### src/rtl/bist_tester.sv
// LFSR-driven pattern source and MISR response compactor for checking a
// circuit under test against a golden signature in simulation.
module bist_tester #(
  parameter int          PI_W   = 4,
  parameter int          PO_W   = 1,
  parameter int          NPAT   = 255,
  parameter int          FLUSH  = 4,
  parameter int          LAT    = 1,
  parameter logic [7:0]  SEED   = 8'h01,
  parameter logic [15:0] GOLDEN = 16'h0000
) (
  input  logic            CK,
  input  logic            RSTN,
  input  logic            START,
  input  logic [PO_W-1:0] PO,
  output logic [PI_W-1:0] PI,
  output logic            BUSY,
  output logic            DONE,
  output logic            PASS,
  output logic [15:0]     SIG
);

  typedef enum logic [2:0] {
    S_IDLE  = 3'd0,
    S_INIT  = 3'd1,
    S_RUN   = 3'd2,
    S_DRAIN = 3'd3,
    S_DONE  = 3'd4
  } state_t;

  localparam logic [7:0]  SEED_EFF  = (SEED == 8'h00) ? 8'h01 : SEED;
  localparam logic [16:0] FLUSH_END = 17'(FLUSH - 1);
  localparam logic [16:0] RUN_END   = 17'(NPAT - 1);
  localparam logic [16:0] DRAIN_END = 17'(NPAT + LAT - 1);
  localparam logic [17:0] LAT_W     = 18'(LAT);

  state_t            r_state;
  state_t            w_state_nxt;
  logic [16:0]       r_cnt;
  logic [7:0]        r_lfsr;
  logic [PI_W-1:0]   r_pi;
  logic              r_busy;
  logic              r_done;
  logic              r_pass;
  logic [15:0]       r_sig;

  logic              w_start;
  logic              w_cap;
  logic [7:0]        w_lfsr_cur;
  logic [7:0]        w_lfsr_step;
  logic [15:0]       w_po_ext;
  logic [15:0]       w_misr;
  logic [16:0]       w_cnt_nxt;
  logic [7:0]        w_lfsr_nxt;
  logic [PI_W-1:0]   w_pi_nxt;
  logic              w_busy_nxt;
  logic              w_done_nxt;
  logic              w_pass_nxt;
  logic [15:0]       w_sig_nxt;

  // START only counts when no run is in progress
  assign w_start = START && ((r_state == S_IDLE) || (r_state == S_DONE));

  always_ff @(posedge CK or negedge RSTN) begin
    if (!RSTN) begin
      r_state <= S_IDLE;
    end else begin
      r_state <= w_state_nxt;
    end
  end

  always_comb begin
    w_state_nxt = r_state;
    case (r_state)
      S_IDLE, S_DONE: begin
        if (START) w_state_nxt = (FLUSH == 0) ? S_RUN : S_INIT;
        else       w_state_nxt = r_state;
      end
      S_INIT: begin
        if (r_cnt == FLUSH_END) w_state_nxt = S_RUN;
        else                    w_state_nxt = S_INIT;
      end
      S_RUN: begin
        if (r_cnt == RUN_END) w_state_nxt = (LAT == 0) ? S_DONE : S_DRAIN;
        else                  w_state_nxt = S_RUN;
      end
      S_DRAIN: begin
        if (r_cnt == DRAIN_END) w_state_nxt = S_DONE;
        else                    w_state_nxt = S_DRAIN;
      end
      default: w_state_nxt = S_IDLE;
    endcase
  end

  // r_cnt counts cycles from the first RUN cycle through DRAIN, so capture
  // starts once it reaches LAT (written as cnt+1 > LAT to stay valid for LAT=0).
  always_comb begin
    w_lfsr_cur  = w_start ? SEED_EFF : r_lfsr;
    w_lfsr_step = {w_lfsr_cur[6:0],
                   w_lfsr_cur[7] ^ w_lfsr_cur[5] ^ w_lfsr_cur[4] ^ w_lfsr_cur[3]};
    w_po_ext    = 16'(PO);
    w_misr      = {r_sig[14:0], 1'b0} ^ (r_sig[15] ? 16'h1021 : 16'h0000) ^ w_po_ext;
    w_cap       = ((r_state == S_RUN) || (r_state == S_DRAIN)) &&
                  (({1'b0, r_cnt} + 18'd1) > LAT_W);

    w_cnt_nxt = r_cnt;
    if (w_start) begin
      w_cnt_nxt = 17'd0;
    end else begin
      case (r_state)
        S_INIT:         w_cnt_nxt = (r_cnt == FLUSH_END) ? 17'd0 : r_cnt + 17'd1;
        S_RUN, S_DRAIN: w_cnt_nxt = r_cnt + 17'd1;
        default:        w_cnt_nxt = r_cnt;
      endcase
    end

    if (w_state_nxt == S_RUN) begin
      w_pi_nxt   = w_lfsr_cur[PI_W-1:0];
      w_lfsr_nxt = w_lfsr_step;
    end else begin
      w_pi_nxt   = '0;
      w_lfsr_nxt = w_lfsr_cur;
    end

    w_sig_nxt  = w_start ? 16'h0000 : (w_cap ? w_misr : r_sig);
    w_busy_nxt = (w_state_nxt == S_INIT) || (w_state_nxt == S_RUN) ||
                 (w_state_nxt == S_DRAIN);
    w_done_nxt = (w_state_nxt == S_DONE);

    if (w_start) begin
      w_pass_nxt = 1'b0;
    end else if ((w_state_nxt == S_DONE) && (r_state != S_DONE)) begin
      w_pass_nxt = (w_sig_nxt == GOLDEN);
    end else begin
      w_pass_nxt = r_pass;
    end
  end

  always_ff @(posedge CK or negedge RSTN) begin
    if (!RSTN) begin
      r_cnt  <= 17'd0;
      r_lfsr <= SEED_EFF;
      r_pi   <= '0;
      r_busy <= 1'b0;
      r_done <= 1'b0;
      r_pass <= 1'b0;
      r_sig  <= 16'h0000;
    end else begin
      r_cnt  <= w_cnt_nxt;
      r_lfsr <= w_lfsr_nxt;
      r_pi   <= w_pi_nxt;
      r_busy <= w_busy_nxt;
      r_done <= w_done_nxt;
      r_pass <= w_pass_nxt;
      r_sig  <= w_sig_nxt;
    end
  end

  assign PI   = r_pi;
  assign BUSY = r_busy;
  assign DONE = r_done;
  assign PASS = r_pass;
  assign SIG  = r_sig;

endmodule

### config.mk
export PLATFORM = sky130hd
export DESIGN_NAME = bist_tester
export DESIGN_NICKNAME = d
export VERILOG_FILES = /design/src/rtl/bist_tester.sv
export SDC_FILE = /design/constraint.sdc
export NUM_CORES = 1
export LEC_CHECK = 0
export ABC_AREA = 1
export BUFFER_PORTS_ARGS = -buffer_cell sky130_fd_sc_hd__buf_2
export CAP_MARGIN = 5
export CORE_MARGIN = 3
export CORE_UTILIZATION = 45
export DETAILED_ROUTE_END_ITERATION = 7
export HOLD_SLACK_MARGIN = 0.02
export PLACE_DENSITY = 0.61
export SLEW_MARGIN = 20
export SYNTH_ARGS = -nofsm -noshare
export SYNTH_HDL_FRONTEND = slang
export SYNTH_SLANG_ARGS = --single-unit
### constraint.sdc
create_clock -name CK -period 2.71 [get_ports CK]
set_clock_uncertainty 0.1 [all_clocks]
set_input_delay 0.271 -clock CK [delete_from_list [all_inputs] [get_ports CK]]
set_output_delay 0.271 -clock CK [all_outputs]
set_load 0.02 [all_outputs]
# Yosys cells after proc, flatten, opt, wreduce, memory -nomap -nowiden

Index checks and enable logic that the tools add are counted.

Register bits: 51
Input port bits: 4
Output and inout port bits: 23
Logic and storage cells: 57

$add $sub $neg: 2
Magnitude comparators: 1
Eq/ne operators: 12
Multiplexer cells: 16
Bitwise operators: 5
Reductions and logical operators: 13

Operator list:

| cell                                                  | number |
|---|---|
| equality test 17 x 8 -> 1 bit (second input constant) | 2 |
| two-way mux 17 bit                                    | 2 |
| case mux 17 bit (2 select lines)                      | 1 |
| two-way mux 16 bit                                    | 2 |
| adder 17 x 1 -> 18 bit (second input constant)        | 1 |
| > comparator 18 x 1 -> 1 bit (second input constant)  | 1 |
| adder 17 x 1 -> 17 bit (second input constant)        | 1 |
| equality test 17 x 2 -> 1 bit (second input constant) | 1 |
| zero test 16 bit                                      | 1 |
| two-way mux 8 bit                                     | 2 |
| bitwise XOR 16 x 1 -> 16 bit                          | 1 |
| bitwise XOR 16 x 13 -> 16 bit                         | 1 |
| two-way mux 13 bit                                    | 1 |
| equality test 3 x 2 -> 1 bit (second input constant)  | 4 |
| case mux 3 bit (4 select lines)                       | 1 |
| equality test 3 x 1 -> 1 bit (second input constant)  | 2 |
| equality test 3 bit (second input constant)           | 2 |
| two-way mux 3 bit                                     | 2 |
| logical OR 1 bit                                      | 4 |
| two-way mux 4 bit                                     | 1 |
| OR reduction 2 bit                                    | 2 |
| logical AND 1 bit                                     | 3 |
| zero test 3 bit                                       | 1 |
| two-way mux 1 bit                                     | 3 |
| other kinds (5)                                       | 7 |

# Logic depth before layout (Yosys ltp)

Gate-level depths: netlist of the first run.

Depth after elaboration: 8
Depth in mapped cells: 21
Mapped depth without buffers: 20

# Worst setup path before layout of the first run

No wires, ideal clock.

Path type: reg-to-reg
Start point: reg r_cnt[1]
End point: reg r_pass (netlist: PASS)
Setup time: 0.073 ns
Arrival time: 2.126 ns
Required time: 2.537 ns
Slack: 0.411 ns
Stages on the path, launching flop included: 21
Buffers on the path: 1
Path through: dfrtp_1 > ha_1 > inv_1 > nor2_4 > nand2_2 > nand2_1 > nand2_1 > nor2_2 > nand3_2 > nor2_4 > nand2_4 > nand2_4 > buf_12 > nand2_2 > nand3_2 > nand2_1 > inv_2 > nand2_1 > nor2_1 > nand2_1 > a21oi_2

Word-level cells in the longest chain between the ends: 8

Ends and longest elaborated chain:

| what                            | RTL line | text |
|---|---|---|
| from (decl)                     | 39       | `logic [16:0] r_cnt;` |
| from (signal assigned)          | 149      | `r_cnt <= w_cnt_nxt;` |
| adder 17 x 1 -> 18 bit          | 104      | `(({1'b0, r_cnt} + 18'd1) > LAT_W);` |
| > comparator 18 x 1 -> 1 bit    | 104      |  |
| logical AND 1 bit               | 103      | `w_cap = ((r_state == S_RUN) \|\| (r_state == S_DRAIN)) &&` |
| two-way mux 16 bit (2 in a row) | 125      | `w_sig_nxt = w_start ? 16'h0000 : (w_cap ? w_misr : r_sig);` |
| zero test 16 bit                | 133      | `w_pass_nxt = (w_sig_nxt == GOLDEN);` |
| two-way mux 1 bit               | 132      | `end else if ((w_state_nxt == S_DONE) && (r_state != S_DONE)) begin` |
| two-way mux 1 bit               | 130      | `if (w_start) begin` |
| to (signal assigned)            | 154      | `r_pass <= w_pass_nxt;` |
| to (decl)                       | 44       | `logic r_pass;` |

Parallel ways exist; a longest one is shown, timed or not. The select of a mux whose other input is x is not followed.
A chain may end at the register's enable or synchronous reset.

# Worst setup path after layout of the first run

Ends and elaborated chain as after synthesis.

==> flow_summary.ini, run 1 <==
[synthesis]
yosysMostFrequentCell = nand2_1
netlist_top_cells_count = nand2_1 (82), inv_1 (61), dfrtp_1 (50)
synth_area_leader_cell = dfrtp_1
synthesis.nets = 400
netlist_instances = 393
synth.area.top_cells = dfrtp_1 (42%), nand2_1 (10%), inv_1 (7.6%), nand3_1 (7.5%), nor2_1 (4.5%)
ys_types = 36
synth_top_area_share_pct = 41.6
ys_ff_latch = 51
synth-main-ff-cell = dfrtp_1
syn_area_sq_mm = 0.00300
yosys_warnings = 0
yosysSeqAreaShare_pct = 42.5
syn_area_per_cell_sq_um = 7.64
ys_async_sr_fraction_pct = 100
synth_edf_count = 0

[layout]
num_antenna_cells = 0
num-fill-cells = 612
utilization_pct = 53.1
fin_nets = 437
stdcell_area_sq_mm = 0.00341
area_growth_pct = 13.6
drive_gt1_share_pct = 22.5
instances_no_fill = 508

[worst_setup_path]
worstSetupStartpointType = flip-flop
cp.arrival_ns = 2.58
crit_type = flip-flop to flip-flop
rr_startpoint = r_cnt[1]
rr_worst_depth = 19
regToRegEndpoint = PASS
crit_path_end_kind = flip-flop
required_ns = 2.80
cp_max_fo = 7
rrSetupSlack_ns = 0.22

[timing]
rsz0062_at_grt = no
period_needed_ns = 2.49
finalHoldViolations = 0
period_share_pct = 91.9
fin_tns_setup_ns = 0
setup_violations = 0
relSlewSlack_pct = 58.6
drv_slew = 0
tightest_slew_ns = 0.619
clock.fmax_mhz = 402

[global_route]
grt_use_met1_pct = 27.9
grt_max_degree = 35
grt-ovfl-total = 0
grt_pass1_wl_microns = 11600
antenna_found_initial = 0
grt_most_used_layer = met2
grt_pass1_vias = 2475
track_usage_pct = 19.1
met2_usage_pct = 28.7
gr-usage-met3_pct = 3.86

[routing]
first_pass_iters = 4
ant_nets = 0
num_vias = 2632
avgViaCountPerCell = 5.18
routedWlPerCell_microns = 13.5
finalWirelength_microns = 6860
drt_iter0_markers = 183
drc_errors = 0

[pwr]
swShare_pct = 22.8
clkPwrFrac_pct = 36.6
p_leak_nw = 1.85
p_seq_share_pct = 61.8
power_switching_w = 0.000281
powerDensity_mw_per_mm2 = 361
comb_power_share_pct = 1.6
peakVddDrop_mv = 0.232
p_int_w = 0.000950

[clock_network]
clock_latency_ns = 0.31
numCtsBuffers = 5
cts_sinks = 51
cts_max_level = 2
cts.path.max_buffers = 2
cts_root_buf = clkbuf_8
cts_tree = built
clkTransAtPathRegs_ns = 0.10

[floorplanning]
die_area_sq_mm = 0.00769
die_y_microns = 87.7
die_w_microns = 87.7
rows = 29
start_util_pct = 46.8
coreArea_sq_mm = 0.00642
pin_count = 27

[outcome]
status = finished, final reports clean

[place]
place_inst = 493
place_area_sq_mm = 0.00322
gp_congestion = 0.853
dpl.hpwl_microns = 5050
io_buffers = 26

[worst_hold_path]
min_to = r_state[2]
min_from = START
hold_path.class = input pin to flip-flop
min_path_cells = 3

[flow_run]
cap_violations = 0
==> metal layers <==
layer / routed length [microns] / part of all wire, %
met2: 3120 / 45
met1: 3400 / 50
met3: 277 / 4.0
met5: 0 / 0
met4: 65 / 0.95
==> worst max-delay path by stage <==
stage	to	slack, ns	from	cells past startpoint
2_1_floorplan	PASS	0.41	r_cnt[1]	20
3_3_place_gp	PASS	0.12	r_cnt[1]	19
3_5_place_dp	PASS	0.04	r_cnt[1]	19
4_1_cts	PASS	0.01	r_cnt[1]	19
5_1_grt	r_lfsr[2]	0.004	r_cnt[12]	12
6_report	PASS	0.22	r_cnt[1]	19
==> power by group through the flow <==
stage,logic [W],registers (W),clock network (W)
after floorplan,0.000000671,0.000776,0
after global placement,0.0000202,0.000775,0
after detailed placement,0.0000202,0.000775,0
after CTS,0.0000213,0.000760,0.000468
after global routing,0.0000235,0.000761,0.000498
final,0.0000198,0.000760,0.000451
==> worst max-delay path, stage by stage, from the launching register on <==
cell and delay, ns:
dfrtp_2 0.44, ha_4 0.17, inv_1 0.07, nor2_4 0.14, nand2_2 0.11, nor2_4 0.11
nand2_1 0.06, nand2_2 0.09, nand3_2 0.10, nor2_4 0.18, nand2_8 0.10, buf_4 0.17
nand3b_1 0.09, nand3_2 0.11, nand2_1 0.09, inv_2 0.03, nand2_1 0.06, nor2_1 0.04
nand2_1 0.06, a21oi_2 0.05
==> what timing repair did <==
action / 4_1_cts / 5_1_grt
hold buffers: 1 / 0
resized for setup: 0 / 10
setup endpoints to repair: 0 / 1
setup buffers: 0 / 4
endpoints found under the hold margin: 17 / 0
==> kinds of logic (layout without fill, tap and decap cells) <==
kind of cell	Yosys count	in the layout	synth area share (%)
xor+xnor	6	6	1.75
flops	51	51	42.5
simple gates	216	218	36.1
fa+ha+maj	3	3	1.25
compound gates	40	40	7.96
buf+inv	77	113	10.5
==> through the flow <==
stage                     power [W]  hold WS, ns  setup slack [ns]
final                       0.00123        0.193             0.220
after global routing        0.00128        0.189           0.00445
after CTS                   0.00125        0.178            0.0114
after detailed placement   0.000796        0.142            0.0378
after global placement     0.000796        0.138             0.119
after floorplan            0.000776       -0.125             0.411
==> registers in the layout, indices dropped and copies added, names as in the netlist <==
register,flops
r_cnt,17
SIG,16
r_lfsr,8
PI,4
r_state,3
BUSY,1
DONE,1
PASS,1
==> area by class of cell <==
cell class,count,area [sq um],area share (%)
multi-input cells,267,1470,43.1
flip-flops and latches,51,1280,37.6
inverters,67,251,7.37
repair buffers,38,223,6.53
well taps,77,96.3,2.82
clock buffers,6,72.6,2.13
clock inverters,2,16.3,0.477
==> cells in the final DEF, fill, tap and decap left out, types with 8 or more instances in the layout <==
master / instances
nand2_2: 16
nand3_1: 45
o21ai_0: 18
o22ai_1: 9
nor2_1: 35
inv_1: 61
nand4_1: 10
buf_2: 26
buf_4: 11
nand3_2: 9
nand2_1: 81
nor2_4: 8
dfrtp_1: 46
(Power assumes the default switching activity.)
==> run 2: changes to the inputs <==
--- a/config.mk
+++ b/config.mk
@@ -11,6 +11,7 @@
 export CORE_MARGIN = 3
 export CORE_UTILIZATION = 45
 export DETAILED_ROUTE_END_ITERATION = 7
+export GPL_TIMING_DRIVEN = 0
 export HOLD_SLACK_MARGIN = 0.02
 export PLACE_DENSITY = 0.61
 export SLEW_MARGIN = 20
==> constraint.sdc (replaced) <==
create_clock -name CK -period 2.4 [get_ports CK]
set_clock_uncertainty 0.1 [all_clocks]
set_input_delay 0.24 -clock CK [delete_from_list [all_inputs] [get_ports CK]]
set_output_delay 0.24 -clock CK [all_outputs]
set_load 0.02 [all_outputs]
==> flow_summary.ini, run 2 (synthesized netlist as in run 1, its figures left out) <==
[routing]
finalWirelength_microns = 7370
avgViaCountPerCell = 5.13
first_pass_iters = 4
routedWlPerCell_microns = 14.0
drc_errors = 0
drt_iter0_markers = 223
ant_nets = 0
num_vias = 2693

[global_route]
antenna_found_initial = 0
grt_pass1_wl_microns = 12300
grt-ovfl-total = 0
grt_max_degree = 52
grt_pass1_vias = 2573
track_usage_pct = 20.3

[clock_network]
cts_sinks = 51
cts_root_buf = clkbuf_8
cts_max_level = 2
cts_tree = built
clock_latency_ns = 0.31
cts.path.max_buffers = 2
numCtsBuffers = 5
clkTransAtPathRegs_ns = 0.10

[pwr]
swShare_pct = 21.9
power_switching_w = 0.000331
comb_power_share_pct = 1.4
peakVddDrop_mv = 0.292
clkPwrFrac_pct = 41.7
p_leak_nw = 2.01
p_seq_share_pct = 56.9
p_int_w = 0.00118
powerDensity_mw_per_mm2 = 403

[layout]
most-common-layout-cells = nand2_1 (71), inv_1 (57), dfrtp_1 (46)
layout_commonest_cell = nand2_1
largest_register_ffs = 17
regMostFlops = r_cnt
drive_gt1_share_pct = 31.0
instances_no_fill = 525
num-fill-cells = 601
fin_nets = 454
num_antenna_cells = 0
area_growth_pct = 24.9

[worst_setup_path]
worstSetupStartpointType = flip-flop
crit_type = flip-flop to flip-flop
required_ns = 2.49
regToRegEndpoint = PASS
rr_startpoint = r_cnt[1]
cp_max_fo = 5
crit_path_end_kind = flip-flop
rr_worst_depth = 20
cp.arrival_ns = 2.66
rrSetupSlack_ns = -0.17

[place]
io_buffers = 26
place_inst = 496
gp_congestion = 0.879
dpl.hpwl_microns = 5020
dp_slack_ns = -0.295

[outcome]
status = complete, but fails checks
violations = negative setup slack

[floorplanning]
start_util_pct = 46.8
die_area_sq_mm = 0.00769
die_w_microns = 87.7
rows = 29
pin_count = 27
coreArea_sq_mm = 0.00642
die_y_microns = 87.7

[timing]
rsz0062_at_grt = yes
drv_slew = 0
relSlewSlack_pct = 56.5
period_needed_ns = 2.57
clock.fmax_mhz = 389
layout_setup_ws_ns = -0.169
period_share_pct = 107
finalHoldViolations = 0
setup_violations = 1
whs_ns = 0.184
tightest_slew_ns = 0.652

[worst_hold_path]
min_to = r_state[2]
min_from = START
min_path_cells = 3
hold_path.class = input pin to flip-flop

[flow_run]
cap_violations = 0
[run 2: layout make-up]
cell class | instances | area, sq um | share of cell area (%)
clock inverters | 3 | 47.5 | 1.27
plain buffers | 10 | 70.1 | 1.87
multi-input cells | 265 | 1590 | 42.3
inverters | 67 | 256 | 6.84
clock buffers | 5 | 68.8 | 1.83
well taps | 77 | 96.3 | 2.57
flip-flops and latches | 51 | 1280 | 34.2
repair buffers | 47 | 344 | 9.17
[run 2: worst max path at each step]
stage                         from    to  slack [ns]  cells past startpoint
after floorplan           r_cnt[1]  PASS        0.10                     20
after global placement    r_cnt[1]  PASS       -0.29                     20
after detailed placement  r_cnt[1]  PASS       -0.29                     20
after CTS                 r_cnt[1]  PASS       -0.08                     19
after global routing      r_cnt[6]  PASS       -0.34                     19
final                     r_cnt[1]  PASS       -0.17                     20
[run 2: per-stage QoR]
stage | util [%] | TNS, ns | power [W] | cell area [sq um]
5_1_grt | 58.4 | -0.481 | 0.00156 | 3750
4_1_cts | 56.0 | -0.0764 | 0.00153 | 3600
2_1_floorplan | - | 0 | 0.000877 | 3000
3_3_place_gp | 50.3 | -0.519 | 0.000897 | 3230
6_report | 58.4 | -0.169 | 0.00151 | 3750
3_5_place_dp | 50.3 | -1.55 | 0.000898 | 3230
[run 2: worst max-delay path, stage by stage (launching register included)]
cell and delay [ns]:
dfrtp_2 0.46, buf_6 0.15, inv_2 0.07, ha_4 0.12, or2_4 0.10, nand3_2 0.06
o21bai_1 0.16, nor2_1 0.10, nand2_1 0.09, nor2_4 0.15, nand2_4 0.11, buf_4 0.15
buf_4 0.15, nand3_1 0.08, nand3_2 0.11, nand2_2 0.07, inv_1 0.03, nand2_1 0.05
nor2_1 0.04, nand2_1 0.07, a21oi_2 0.05
[run 2: timing repair]
| item | 4_1_cts | 5_1_grt |
|---|---|---|
| hold buffers | 1 | 0 |
| resized for setup | 31 | 31 |
| setup endpoints to repair | 18 | 24 |
| gates cloned | 2 | 0 |
| buffers inserted | 13 | 7 |
| endpoints found under the hold margin | 50 | 0 |
| pin swaps | 18 | 3 |
[run 2: power groups by stage]
stage                 logic [W]  clock network (W)  registers (W)
floorplan           0.000000757                  0       0.000876
global placement      0.0000213                  0       0.000876
detailed placement    0.0000220                  0       0.000876
CTS                   0.0000232           0.000643       0.000859
global route          0.0000253           0.000678       0.000859
finish                0.0000216           0.000630       0.000859
[run 2: metal layers]
layer | vias up | GRT usage, % | part of all wire, %
met1 | 1277 | 29.0 | 48
met5 | - | 0 | 0
met3 | 5 | 4.23 | 4.2
met2 | 52 | 32.1 | 47
li1 | 1359 | - | -
met4 | 0 | 4.18 | 0.61
